==> src/rtl/alu_pkg.sv <==
// Shared ALU definitions: opcode width, opcode enumeration and the result record
// that is captured after each ALU operation.
package alu_pkg;

  localparam int unsigned ALU_OPCODE_W = 3;
  localparam int unsigned ALU_DATA_W   = 16;

  typedef enum logic [ALU_OPCODE_W-1:0] {
    OP_ADD  = 3'd0,
    OP_SUB  = 3'd1,
    OP_AND  = 3'd2,
    OP_OR   = 3'd3,
    OP_XOR  = 3'd4,
    OP_SHL  = 3'd5,
    OP_SHR  = 3'd6,
    OP_PASS = 3'd7
  } alu_op_e;

  typedef struct packed {
    logic                  overflow;
    alu_op_e               opcode;
    logic [ALU_DATA_W-1:0] data;
  } alu_result_t;

endpackage

==> src/rtl/alu_result_fifo_mem.sv <==
// DEPTH x ENTRY_W register array: one synchronous write port, one asynchronous read port.
module alu_result_fifo_mem #(
  parameter int DEPTH   = 4,
  parameter int ENTRY_W = 20
) (
  input  logic                     clk,
  input  logic                     we,
  input  logic [$clog2(DEPTH)-1:0] waddr,
  input  logic [ENTRY_W-1:0]       wdata,
  input  logic [$clog2(DEPTH)-1:0] raddr,
  output logic [ENTRY_W-1:0]       rdata
);

  logic [ENTRY_W-1:0] mem [DEPTH];

  // Storage is deliberately unreset; emptiness is tracked by the pointers.
  always_ff @(posedge clk) begin
    if (we) mem[waddr] <= wdata;
  end

  assign rdata = mem[raddr];

endmodule

==> src/rtl/alu_result_buffer.sv <==
// First-word-fall-through buffer for ALU results with drop counting while full.
// Define ALU_RESULT_OVF_CNT_EN to add the ovf_count port and counter.
module alu_result_buffer
  import alu_pkg::*;
#(
  parameter int WIDTH = 16,
  parameter int DEPTH = 4,
  parameter int CNT_W = 8
) (
  input  logic                      clk,
  input  logic                      rst_n,
  input  logic                      in_valid,
  input  logic [WIDTH-1:0]          in_data,
  input  logic                      in_overflow,
  input  logic [ALU_OPCODE_W-1:0]   in_opcode,
  output logic                      in_ready,
  output logic                      out_valid,
  output logic [WIDTH-1:0]          out_data,
  output logic                      out_overflow,
  output logic [ALU_OPCODE_W-1:0]   out_opcode,
  input  logic                      out_ready,
  output logic [$clog2(DEPTH):0]    level,
  output logic [CNT_W-1:0]          drop_count
`ifdef ALU_RESULT_OVF_CNT_EN
  ,
  output logic [CNT_W-1:0]          ovf_count
`endif
);

  localparam int AW = $clog2(DEPTH);
  localparam int PW = AW + 1;

  // Same field layout as alu_result_t, sized by this instance's WIDTH.
  typedef struct packed {
    logic             overflow;
    alu_op_e          opcode;
    logic [WIDTH-1:0] data;
  } entry_t;

  logic [PW-1:0] wr_ptr, rd_ptr;
  logic          full, empty, push, pop, drop;
  entry_t        wr_entry, rd_entry;

  assign full  = (wr_ptr[AW] != rd_ptr[AW]) && (wr_ptr[AW-1:0] == rd_ptr[AW-1:0]);
  assign empty = (wr_ptr == rd_ptr);
  assign push  = in_valid && !full;
  assign drop  = in_valid && full;
  assign pop   = !empty && out_ready;

  assign wr_entry = '{overflow: in_overflow, opcode: alu_op_e'(in_opcode), data: in_data};

  alu_result_fifo_mem #(
    .DEPTH  (DEPTH),
    .ENTRY_W($bits(entry_t))
  ) u_mem (
    .clk  (clk),
    .we   (push),
    .waddr(wr_ptr[AW-1:0]),
    .wdata(wr_entry),
    .raddr(rd_ptr[AW-1:0]),
    .rdata(rd_entry)
  );

  always_ff @(posedge clk or negedge rst_n) begin
    if (!rst_n) begin
      wr_ptr     <= '0;
      rd_ptr     <= '0;
      drop_count <= '0;
    end else begin
      if (push) wr_ptr <= wr_ptr + PW'(1);
      if (pop)  rd_ptr <= rd_ptr + PW'(1);
      if (drop && drop_count != '1) drop_count <= drop_count + CNT_W'(1);
    end
  end

`ifdef ALU_RESULT_OVF_CNT_EN
  always_ff @(posedge clk or negedge rst_n) begin
    if (!rst_n) begin
      ovf_count <= '0;
    end else if (push && in_overflow && ovf_count != '1) begin
      ovf_count <= ovf_count + CNT_W'(1);
    end
  end
`endif

  // Head fields are masked while empty so they read as zero.
  always_comb begin
    out_data     = '0;
    out_overflow = 1'b0;
    out_opcode   = '0;
    if (!empty) begin
      out_data     = rd_entry.data;
      out_overflow = rd_entry.overflow;
      out_opcode   = rd_entry.opcode;
    end
  end

  assign in_ready  = !full;
  assign out_valid = !empty;
  assign level     = wr_ptr - rd_ptr;

endmodule

==> config.mk <==
export PLATFORM = sky130hd
export DESIGN_NAME = alu_result_buffer
export DESIGN_NICKNAME = d
export VERILOG_FILES = /design/src/rtl/alu_pkg.sv /design/src/rtl/alu_result_fifo_mem.sv /design/src/rtl/alu_result_buffer.sv
export SDC_FILE = /design/constraint.sdc
export NUM_CORES = 1
export LEC_CHECK = 0
export ABC_AREA = 1
export BUFFER_PORTS_ARGS = -buffer_cell sky130_fd_sc_hd__buf_4
export CORE_ASPECT_RATIO = 1.75
export CORE_MARGIN = 1.5
export CORE_UTILIZATION = 50
export CTS_BUF_LIST = sky130_fd_sc_hd__clkbuf_4 sky130_fd_sc_hd__clkbuf_8 sky130_fd_sc_hd__clkbuf_16
export CTS_CLUSTER_DIAMETER = 150
export DETAILED_ROUTE_END_ITERATION = 7
export PLACE_DENSITY = 0.78
export SLEW_MARGIN = 20
export SYNTH_ARGS = -nofsm -noshare
export SYNTH_HDL_FRONTEND = slang
export SYNTH_SLANG_ARGS = --single-unit
==> constraint.sdc <==
create_clock -name clk -period 3.4 [get_ports clk]
set_input_delay 0.68 -clock clk [delete_from_list [all_inputs] [get_ports clk]]
set_output_delay 0.68 -clock clk [all_outputs]
set_load 0.01 [all_outputs]
Yosys cells after proc, flatten, opt, wreduce, memory -nomap -nowiden
Memories as Yosys holds them, arrays and structs flattened.
Cells that the tools add are included.
W data, S select, Z words.
Storage, ports and cells
  bits in writable memories: 80
  latch bits: 0
  bits in registers: 14
  memory bits (read-only): 0
  word-level logic and storage cells: 24
  output and inout port bits: 33
  memories: 1
Operators by class
  $lt $le $gt $ge: 0
  muxes and demuxes: 5
  bitwise operators: 0
  shift operators: 0
  multipliers: 0
  equality and inequality tests: 4
  add/sub/neg operators: 4
  reduce and logical (&&, ||, !) cells: 7
  divide/modulo/power cells: 0
Memory list
  u_mem.mem: words 4, width 20, read ports 1, clocked after Yosys merged registers in 0, wr ports 1, line alu_result_fifo_mem.sv:14  | logic [ENTRY_W-1:0] mem [DEPTH];
Operators by type and width (number)
  $mux W16: 1
  $add A8 B1 Y8 const B: 1
  $ne A8 B8 Y1 const B: 1
  $add A3 B1 Y3 const B: 2
  $logic_and A1 B1 Y1: 5
  $eq A3 B3 Y1: 1
  $mux W1: 3
  $mux W3: 1
  $sub A3 B3 Y3: 1
  $eq A2 B2 Y1: 1
  $logic_not A1 Y1: 2
  $ne A1 B1 Y1: 1

Longest topological paths before layout
Gate-level depths: netlist (run 1).
  word-level depth: 6
  gate-level depth with buffers: 9
  mapped depth without buffers: 8

By module
From an unflattened synthesis (run 1), not the netlist that was laid out.
Second synthesis, totals
  cell total of the unflattened synthesis: 487
  area total of the unflattened synthesis: 4560.6 µm²
Modules (own cells, without submodules)
  alu_result_fifo_mem: seq. area each 2402.3 µm², area an instance 3425.8 µm², cells each 322, times used 1
  alu_result_buffer: seq. area each 350.3 µm², area an instance 1134.8 µm², cells each 165, times used 1

Least setup slack after synthesis (run 1)
OpenSTA, ideal clock, no wires.
  kind: flip-flop to flip-flop
  from: register rd_ptr[1]
  to: memory u_mem.mem[0][0] (enable)
  cell stages (with the launch flop): 9
  path buffers: 1
  setup slack: 0.804 ns
  arrival: 2.199 ns
  period minus slack after synthesis: 2.596 ns
  cells stage by stage: dfrtp_1 > inv_1 > buf_2 > ha_1 > nand2_1 > inv_1 > nand2_4 > nand2_4 > nor2_1
On the way
  word-level cells in the longest chain between the ends: 6
Ends and longest elaborated chain
  from (decl): line alu_result_buffer.sv:40  | logic [PW-1:0] wr_ptr, rd_ptr;
  from (signal assigned): line alu_result_buffer.sv:71  | if (pop) rd_ptr <= rd_ptr + PW'(1);
  $eq A2 B2 Y1: line alu_result_buffer.sv:44  | assign full = (wr_ptr[AW] != rd_ptr[AW]) && (wr_ptr[AW-1:0] == rd_ptr[AW-1:0]);
  $logic_and A1 B1 Y1: line alu_result_buffer.sv:44
  $logic_not A1 Y1
  via in_ready: line alu_result_buffer.sv:16  | output logic in_ready,
  $logic_and A1 B1 Y1: line alu_result_buffer.sv:46  | assign push = in_valid && !full;
  $mux W1: line alu_result_fifo_mem.sv:18  | if (we) mem[waddr] <= wdata;
  $mux W1 (implied by the code): line alu_result_fifo_mem.sv:18
  to (decl): line alu_result_fifo_mem.sv:14
The timed path passes the listed nets, and every way through them passes these cells.

Worst setup path after layout (run 1)
  from: register rd_ptr[0]
  to: output out_data[12]
On the way
  word-level cells in the longest chain between the ends: 2
  elaborated cells between the ends (all ways): 3
  classes of those cells: eq/ne: 1; mux: 1; memory: 1
Ends and longest elaborated chain
  $mem_v2 Z4 W20 / $eq A3 B3 Y1 (equally long branches)
  $mux W16 (*): line alu_result_buffer.sv:91  | if (!empty) begin
  to (decl): line alu_result_buffer.sv:18  | output logic [WIDTH-1:0] out_data,
Every way passes the cells marked *; elsewhere a longest branch is shown, timed or not.

==> results of run 1 <==
## worst max-delay path, stage by stage (launching register included)
cell     delay (ps)
dfrtp_1         500
ha_1            360
nand2_1          80
inv_1           190
nand2_4          90
inv_2           310
a21oi_1         130
buf_4           170
## final cells by class
| cell class | count | share of cell area (%) |
|---|---|---|
| Clock buffer | 10 | 4.756 |
| Clock inverter | 6 | 1.253 |
| Inverter | 20 | 1.534 |
| Multi-Input combinational cell | 237 | 24.09 |
| Sequential cell | 94 | 56.25 |
| Tap cell | 90 | 2.301 |
| Timing Repair Buffer | 64 | 9.818 |
## power by group
group,internal (mW),total [mW],switching [mW]
registers,1.53,1.65,0.117
clock network,0.575,0.978,0.403
logic,0.819,2.02,1.20
total,2.93,4.64,1.72
## worst paths after layout
kind,startpoint,endpoint
max in group asynchronous,rst_n,rd_ptr[1]
hold / removal,rst_n,wr_ptr[1]
hold reg to reg,drop_count[7],drop_count[7]
setup / recovery,rd_ptr[0],out_data[12]
setup reg to reg,rd_ptr[0],u_mem.mem[0][15]
min in group clk,in_data[6],u_mem.mem[3][6]
## per-stage QoR
step	setup slack, ps	utilization [%]	instances
CTS	499.2	61.87	521
detailed placement	863.2	58.16	505
global placement	903.5	58.16	505
finish	555.8	61.87	521
floorplan	804.4	-	366
global route	391.7	61.87	521
## routing by layer
layer / track usage [%] / vias up / wire [um]
met1: 21.03 / 1304 / 2939
met4: 9.552 / 0 / 162
met2: 37.21 / 52 / 4570
met5: 0 / - / 0
li1: - / 1350 / -
met3: 5.172 / 12 / 273
## Yosys cell counts
library cell,number
nand3b_1,2
a21oi_1,20
xnor2_1,3
nand3_1,5
buf_6,2
nor2_4,1
fa_1,1
nand3_2,2
nand2_2,3
o21ai_0,41
nor2_1,90
clkbuf_1,3
clkbuf_2,4
dfrtp_1,14
buf_4,2
inv_1,18
nand2_4,4
xor2_1,5
buf_2,4
inv_2,2
edfxtp_1,80
o21ai_1,2
nand2_1,49
nor2_2,1
ha_1,8
## flip-flops by register name (all words and copies together), names as in the netlist
| name | cells |
|---|---|
| rd_ptr | 3 |
| drop_count | 8 |
| wr_ptr | 3 |
| u_mem.mem | 80 |
## logic make-up (layout without fill, tap and decap cells)
group	after synthesis	in the layout	share of synthesized area [%]
adders and majority gates	9	9	2.940
buffers and inverters	35	100	4.012
and+or+nand+nor	157	157	16.23
DFF	94	94	67.38
xor gates and xnor gates	8	8	1.715
AOI/OAI and AO/OA	63	63	7.718
==> flow_summary.yaml, run 1 <==
placement:
  dp_hpwl_um: 5334
  gp_congestion: 0.8362
  io_buffers: 56
  place_area_um2: 4599
synth:
  synthTopCellsByArea: "edfxtp_1 (59%), dfrtp_1 (8.6%), nor2_1 (8.3%)"
  synth_seq_area_share_pct: 67.38
  synth_area_leader_cell: "edfxtp_1"
  yosysTopAreaCellShare_pct: 58.81
  yosys_warnings: 0
  syn_nets: 399
  syn_avg_cell_area_um2: 11.16
  ys_seq_elements: 94
  synth.distinct_cells: 25
  syn_inst: 366
  synthesis.area_um2: 4085
global_route:
  antenna_found_initial: 0
  grt_max_degree: 33
  track_usage_pct: 20.24
  first_global_vias: 2764
  grt_overflow: 0
  grt_pass1_wl_um: 12980
detailed_routing:
  via_per_inst: 5.217
  drtPass1Iterations: 4
  drc: 0
  finalWirelength_um: 7946
  vias: 2718
  ant_nets: 0
  drt_iter0_drc: 192
  wl_per_cell_um: 15.25
timing:
  setup_viol: 0
  hold_slack_ps: 182.8
  worst_pin_slew_ps: 576.8
  tns_ps: 0
  rsz0062_at_grt: "no"
  maxSlewViolCount: 0
  fin_crit_sh_pct: 83.65
  min_period_ps: 2844
  slew_headroom_pct: 61.51
  final-hold-violation-count: 0
  finClkSkew_ps: 6.373
  max_freq_mhz: 351.6
floorplanning:
  rows: 43
  core-area_um2: 7909
  start_util_pct: 51.65
  io_pins: 57
  fp.dieH_um: 122.6
  dieWidth_um: 71.33
  die_area_um2: 8743
finish:
  fin_nets: 459
  n_fill_cell: 632
  antenna_cells: 0
  area_growth_pct: 19.79
  drive_gt1_share_pct: 22.04
  final_common_cell: "nor2_1"
  multiInputGateArea_um2: 1179
  regArea_um2: 2753
  final_area_um2: 4893
  final_cell_mix: "nor2_1 (86), edfxtp_1 (80), buf_4 (64)"
clock_tree:
  cts.sink_count: 94
  clkSlewWorstSetupHoldPaths_ps: 60
  cts_tree: "yes"
  clockBufferDepth: 2
  postCtsHoldBufs: 0
  cts_buffers: 9
  htree_num_levels: 3
  clock_latency_ps: 340
  cts_resized: 0
  cts_setup_buffers: 0
  root_buffer: "clkbuf_16"
setup_path:
  path_class: "reg -> out"
  start_kind: "register"
  cp-end-kind: "output pin"
  rrSetupSlack_ps: 1020
  worstPathMaxFanout: 20
  cp.arrival_ps: 2160
  rr_worst_depth: 7
  worstPathRequired_ps: 2720
run:
  drv_cap: 0
power_and_ir_drop:
  power.density_nw_per_um2: 948.8
  p_total_mw: 4.643
  leakagePower_nw: 1.965
  ir_worst_vdd_uv: 596.9
worst_hold_path:
  hold_path_class: "in -> async"
outcome:
  status: "finished, final reports clean"
(Power assumes the default switching activity.)
==> run 2, diff against run 1 <==
- PLACE_DENSITY: 0.78 -> 0.81
- clock period: 3.4 -> 2.45 ns (I/O delays scaled with it)
==> flow_summary.yaml, run 2 (synthesized netlist as in run 1, its figures left out) <==
floorplanning:
  start_util_pct: 51.65
  rows: 43
  die_area_um2: 8743
  io_pins: 57
  fp.dieH_um: 122.6
  dieWidth_um: 71.33
  core-area_um2: 7909
setup_path:
  worst_r2r_endpoint: "u_mem.mem[1][13]"
  cp.arrival_ps: 1850
  worstPathRequired_ps: 1960
  cp-end-kind: "output pin"
  max_stage_delay_ps: 430
  path_class: "reg -> out"
  worstPathMaxFanout: 20
  rrSetupSlack_ps: 500
  path_buf_inv: 3
  path_cells: "ha_1, nand2_1, inv_1, nand2_4, inv_8, a21oi_1, buf_4"
  rr_worst_depth: 7
  cp_top_family: "flip-flops"
  critPathSlowestCell: "dfrtp_1"
  r2r_start: "rd_ptr[0]"
  start_kind: "register"
detailed_routing:
  drtPass1Iterations: 4
  ant_nets: 0
  wl_per_cell_um: 15.47
  drt_iter0_drc: 267
  via_per_inst: 5.292
  finalWirelength_um: 8107
  vias: 2773
  drc: 0
timing:
  worst_pin_slew_ps: 356.5
  fin_crit_sh_pct: 95.45
  slew_headroom_pct: 76.20
  setup_ws_ps: 111.5
  finClkSkew_ps: 7.581
  maxSlewViolCount: 0
  final-hold-violation-count: 0
  tns_ps: 0
  setup_viol: 0
  max_freq_mhz: 427.6
  min_period_ps: 2338
power_and_ir_drop:
  p_comb_share_pct: 44.1
  swShare_pct: 36.64
  pwr-share-seq_pct: 33.7
  ir_worst_vdd_uv: 785.4
  leakagePower_nw: 2.012
  p_int_mw: 4.258
  clockPowerShare_pct: 22.2
  power.net_switching_mw: 2.462
  power.density_nw_per_um2: 1346
clock_tree:
  root_buffer: "clkbuf_16"
  cts_buffers: 9
  cts_tree: "yes"
  cts_setup_buffers: 0
  clkSlewWorstSetupHoldPaths_ps: 60
  clockBufferDepth: 2
  cts.sink_count: 94
  htree_num_levels: 3
  clock_latency_ps: 340
finish:
  area_growth_pct: 22.27
  final_common_cell: "nor2_1"
  fin_nets: 462
  top_regs: "u_mem.mem: 80 flops, drop_count: 8 flops"
  drive_gt1_share_pct: 23.73
  final_cell_mix: "nor2_1 (86), edfxtp_1 (80), buf_4 (63)"
  largest_reg_flops: 80
  antenna_cells: 0
  top_register: "u_mem.mem"
worst_hold_path:
  hold_path_class: "in -> reg"
  min_path_cells: 1
  hold_end: "u_mem.mem[2][6]"
  hp-start: "in_data[6]"
placement:
  dp_hpwl_um: 5186
  io_buffers: 56
  gp_congestion: 0.7860
  dp_slack_ps: 195.1
global_route:
  first_global_vias: 2760
  grt_overflow: 0
  track_usage_pct: 20.38
  grt_pass1_wl_um: 13250
  grt_max_degree: 42
  antenna_found_initial: 0
outcome:
  status: "finished, final reports clean"
run:
  drv_cap: 0
==> run 2: layout make-up <==
cell class | count | area (um^2)
clock buffers | 11 | 240.2
clock inverters | 5 | 82.58
fillers | 593 | 2914
inverters | 20 | 82.58
multi-input cells | 237 | 1190
flip-flops and latches | 94 | 2753
well taps | 90 | 112.6
repair buffers | 67 | 534.3
==> run 2: per-stage QoR <==
step           hold WS, ps  area [um^2]  std cells  power [mW]  util, %
2_1_floorplan        194.4         4085        366       4.022        -
6_report             345.1         4995        524       6.721    63.15
3_3_place_gp         353.6         4639        507       5.131    58.66
5_1_grt              342.9         4995        524       7.156    63.15
4_1_cts              335.0         4981        524       6.749    62.98
3_5_place_dp         360.5         4639        507       5.216    58.66
==> run 2: worst max-delay path by stage <==
stage	from	slack [ps]	cells after the start	end
floorplan	rd_ptr[1]	-150	8	u_mem.mem[0][0]
global placement	wr_ptr[0]	260	8	out_data[10]
detailed placement	wr_ptr[0]	200	8	out_data[10]
CTS	wr_ptr[0]	10	8	out_data[5]
global route	wr_ptr[0]	-3	8	out_data[15]
finish	rd_ptr[0]	110	7	out_data[6]
==> run 2: power by group through the flow <==
stage,logic [mW],clock network (mW),registers [mW]
6_report,2.96,1.49,2.27
5_1_grt,3.27,1.58,2.30
4_1_cts,2.97,1.51,2.26
3_5_place_dp,2.92,0,2.30
3_3_place_gp,2.86,0,2.27
2_1_floorplan,1.74,0,2.28
==> run 2: worst reg2reg max path: cells and delay by family (launching register included) <==
kind,cells,cell delay (ps)
adder cells (fa/ha/maj),1,330
buffers and inverters,2,320
flip-flops,1,430
AND/OR/NAND/NOR,4,560
==> run 2: repair_timing <==
action	CTS	global route
endpoints found under the setup margin	20	20
resized for setup	3	5
hold endpoints to repair	9	0
hold buffers	1	0
==> run 2: routing by layer <==
metal	wire length [um]	GRT usage [%]
met5	0	0
met4	223	10.50
met3	299	3.695
met2	4427	35.53
met1	3157	23.66
==> run 3, diff against run 2 <==
- CORE_UTILIZATION: 50 -> 30
- PLACE_DENSITY: 0.81 -> 0.56
==> flow_summary.yaml, run 3 (synthesized netlist as in run 1, its figures left out) <==
outcome:
  status: "finished, final reports clean"
floorplanning:
  start_util_pct: 30.53
  die_area_um2: 14350
  core-area_um2: 13380
  dieWidth_um: 91.21
  fp.dieH_um: 157.4
  io_pins: 57
  rows: 56
timing:
  final-hold-violation-count: 0
  slew_headroom_pct: 70.31
  rsz0062_at_grt: "no"
  min_period_ps: 2306
  maxSlewViolCount: 0
  fin_crit_sh_pct: 94.12
  finClkSkew_ps: 6.649
  worst_pin_slew_ps: 445.4
  setup_viol: 0
  setup_ws_ps: 144.1
  tns_ps: 0
  max_freq_mhz: 433.7
finish:
  fin_nets: 461
  area_growth_pct: 24.87
  top_regs: "u_mem.mem: 80 flops, drop_count: 8 flops"
  n_fill_cell: 1302
  final_common_cell: "nor2_1"
  postLayoutCoreUtil_pct: 38.12
  antenna_cells: 0
  final_cell_mix: "nor2_1 (86), edfxtp_1 (80), buf_4 (62)"
  final_area_um2: 5101
  largest_reg_flops: 80
  top_register: "u_mem.mem"
  drive_gt1_share_pct: 24.02
setup_path:
  cp_top_family: "buffers and inverters"
  cp.arrival_ps: 1820
  path_cells: "inv_2, ha_1, nand2_1, inv_2, nand2_4, inv_8, a21oi_1, buf_4"
  max_stage_delay_ps: 390
  path_buf_inv: 4
  cp-end-kind: "output pin"
  critPathSlowestCell: "dfrtp_1"
  crit_top_cell: "inv_2"
  worst-path-stages: 8
  rr_worst_depth: 8
  rrSetupSlack_ps: 560
  worstPathMaxFanout: 20
  worstPathRequired_ps: 1960
  path_class: "reg -> out"
  start_kind: "register"
placement:
  gp_congestion: 0.7729
  dp_hpwl_um: 5898
  place_area_um2: 4750
  io_buffers: 56
  dp_slack_ps: 118.3
detailed_routing:
  ant_nets: 0
  drtPass1Iterations: 4
  drt_iter0_drc: 91
  drc: 0
  finalWirelength_um: 8924
  vias: 2747
  via_per_inst: 4.526
  wl_per_cell_um: 14.70
clock_tree:
  htree_num_levels: 3
  root_buffer: "clkbuf_16"
  clock_latency_ps: 330
  cts.sink_count: 94
  clockBufferDepth: 2
  cts_buffers: 9
  clkSlewWorstSetupHoldPaths_ps: 60
  cts_tree: "yes"
  cts_setup_buffers: 0
power_and_ir_drop:
  power.density_nw_per_um2: 1322
  ir_worst_vdd_uv: 539.6
  leakagePower_nw: 2.003
  p_total_mw: 6.746
global_route:
  first_global_vias: 2864
  grt_max_degree: 42
  grt_pass1_wl_um: 14390
  grt_overflow: 0
  antenna_found_initial: 0
  track_usage_pct: 13.24
worst_hold_path:
  hold_path_class: "in -> reg"
  min_path_cells: 1
run:
  drv_cap: 0
-- run 3: cell types whose count changed in the layout (fill, tap and decap cells not counted) --
cell / previous run / this run
inv_2: 2 / 3
a21oi_2: 3 / 4
inv_6: 2 / 0
buf_6: 1 / 0
clkinvlp_4: 0 / 1
clkinv_4: 0 / 1
clkbuf_4: 2 / 1
a21oi_1: 17 / 16
clkinv_2: 1 / 2
buf_4: 63 / 62
buf_12: 2 / 3
inv_1: 17 / 16
-- run 3: where the power goes --
part           leakage, nW  total [mW]  switching, mW  internal [mW]
registers            0.915        2.26          0.138           2.12
logic                0.931        3.03           1.81           1.23
clock network        0.156        1.45          0.548          0.902
total                 2.00        6.75           2.49           4.25
-- run 3: path summary, 6_finish.rpt --
| check | startpoint | to |
|---|---|---|
| worst max-delay path | wr_ptr[0] | out_data[8] |
| worst min-delay path | in_opcode[1] | u_mem.mem[3][17] |
| worst max register to register | wr_ptr[0] | u_mem.mem[2][15] |
| worst min register to register | drop_count[0] | drop_count[0] |
| max in group asynchronous | rst_n | rd_ptr[0] |
| min in group asynchronous | rst_n | drop_count[1] |
-- run 3: cell type report --
type | instances | area (um^2) | area share [%]
clock buffer | 10 | 232.7 | 4.562
sequential | 94 | 2753 | 53.96
timing repair buffer | 66 | 535.5 | 10.50
multi-input combinational | 237 | 1194 | 23.40
inverter | 20 | 82.58 | 1.619
tap | 174 | 217.7 | 4.268
clock inverter | 6 | 86.33 | 1.692
-- run 3: repair_timing --
| action | CTS | global route |
|---|---|---|
| resized for setup | 6 | 3 |
| hold endpoints to repair | 14 | 0 |
| hold buffers | 1 | 0 |
| pin swaps | 0 | 0 |
| endpoints found under the setup margin | 20 | 20 |
-- run 3: metrics by stage --
| stage | hold slack [ps] | cells |
|---|---|---|
| after global placement | 354.7 | 590 |
| after CTS | 343.2 | 607 |
| final | 354.9 | 607 |
| after detailed placement | 353.1 | 590 |
| after global routing | 342.8 | 607 |
| after floorplan | 194.4 | 366 |
-- run 3: routing by layer --
metal / vias up / share of wire (%) / global-route usage [%]
met5: - / 0 / 0
met4: 0 / 1.6 / 5.580
met3: 9 / 3.8 / 2.995
met2: 47 / 57 / 25.27
met1: 1331 / 38 / 13.66
li1: 1360 / - / -
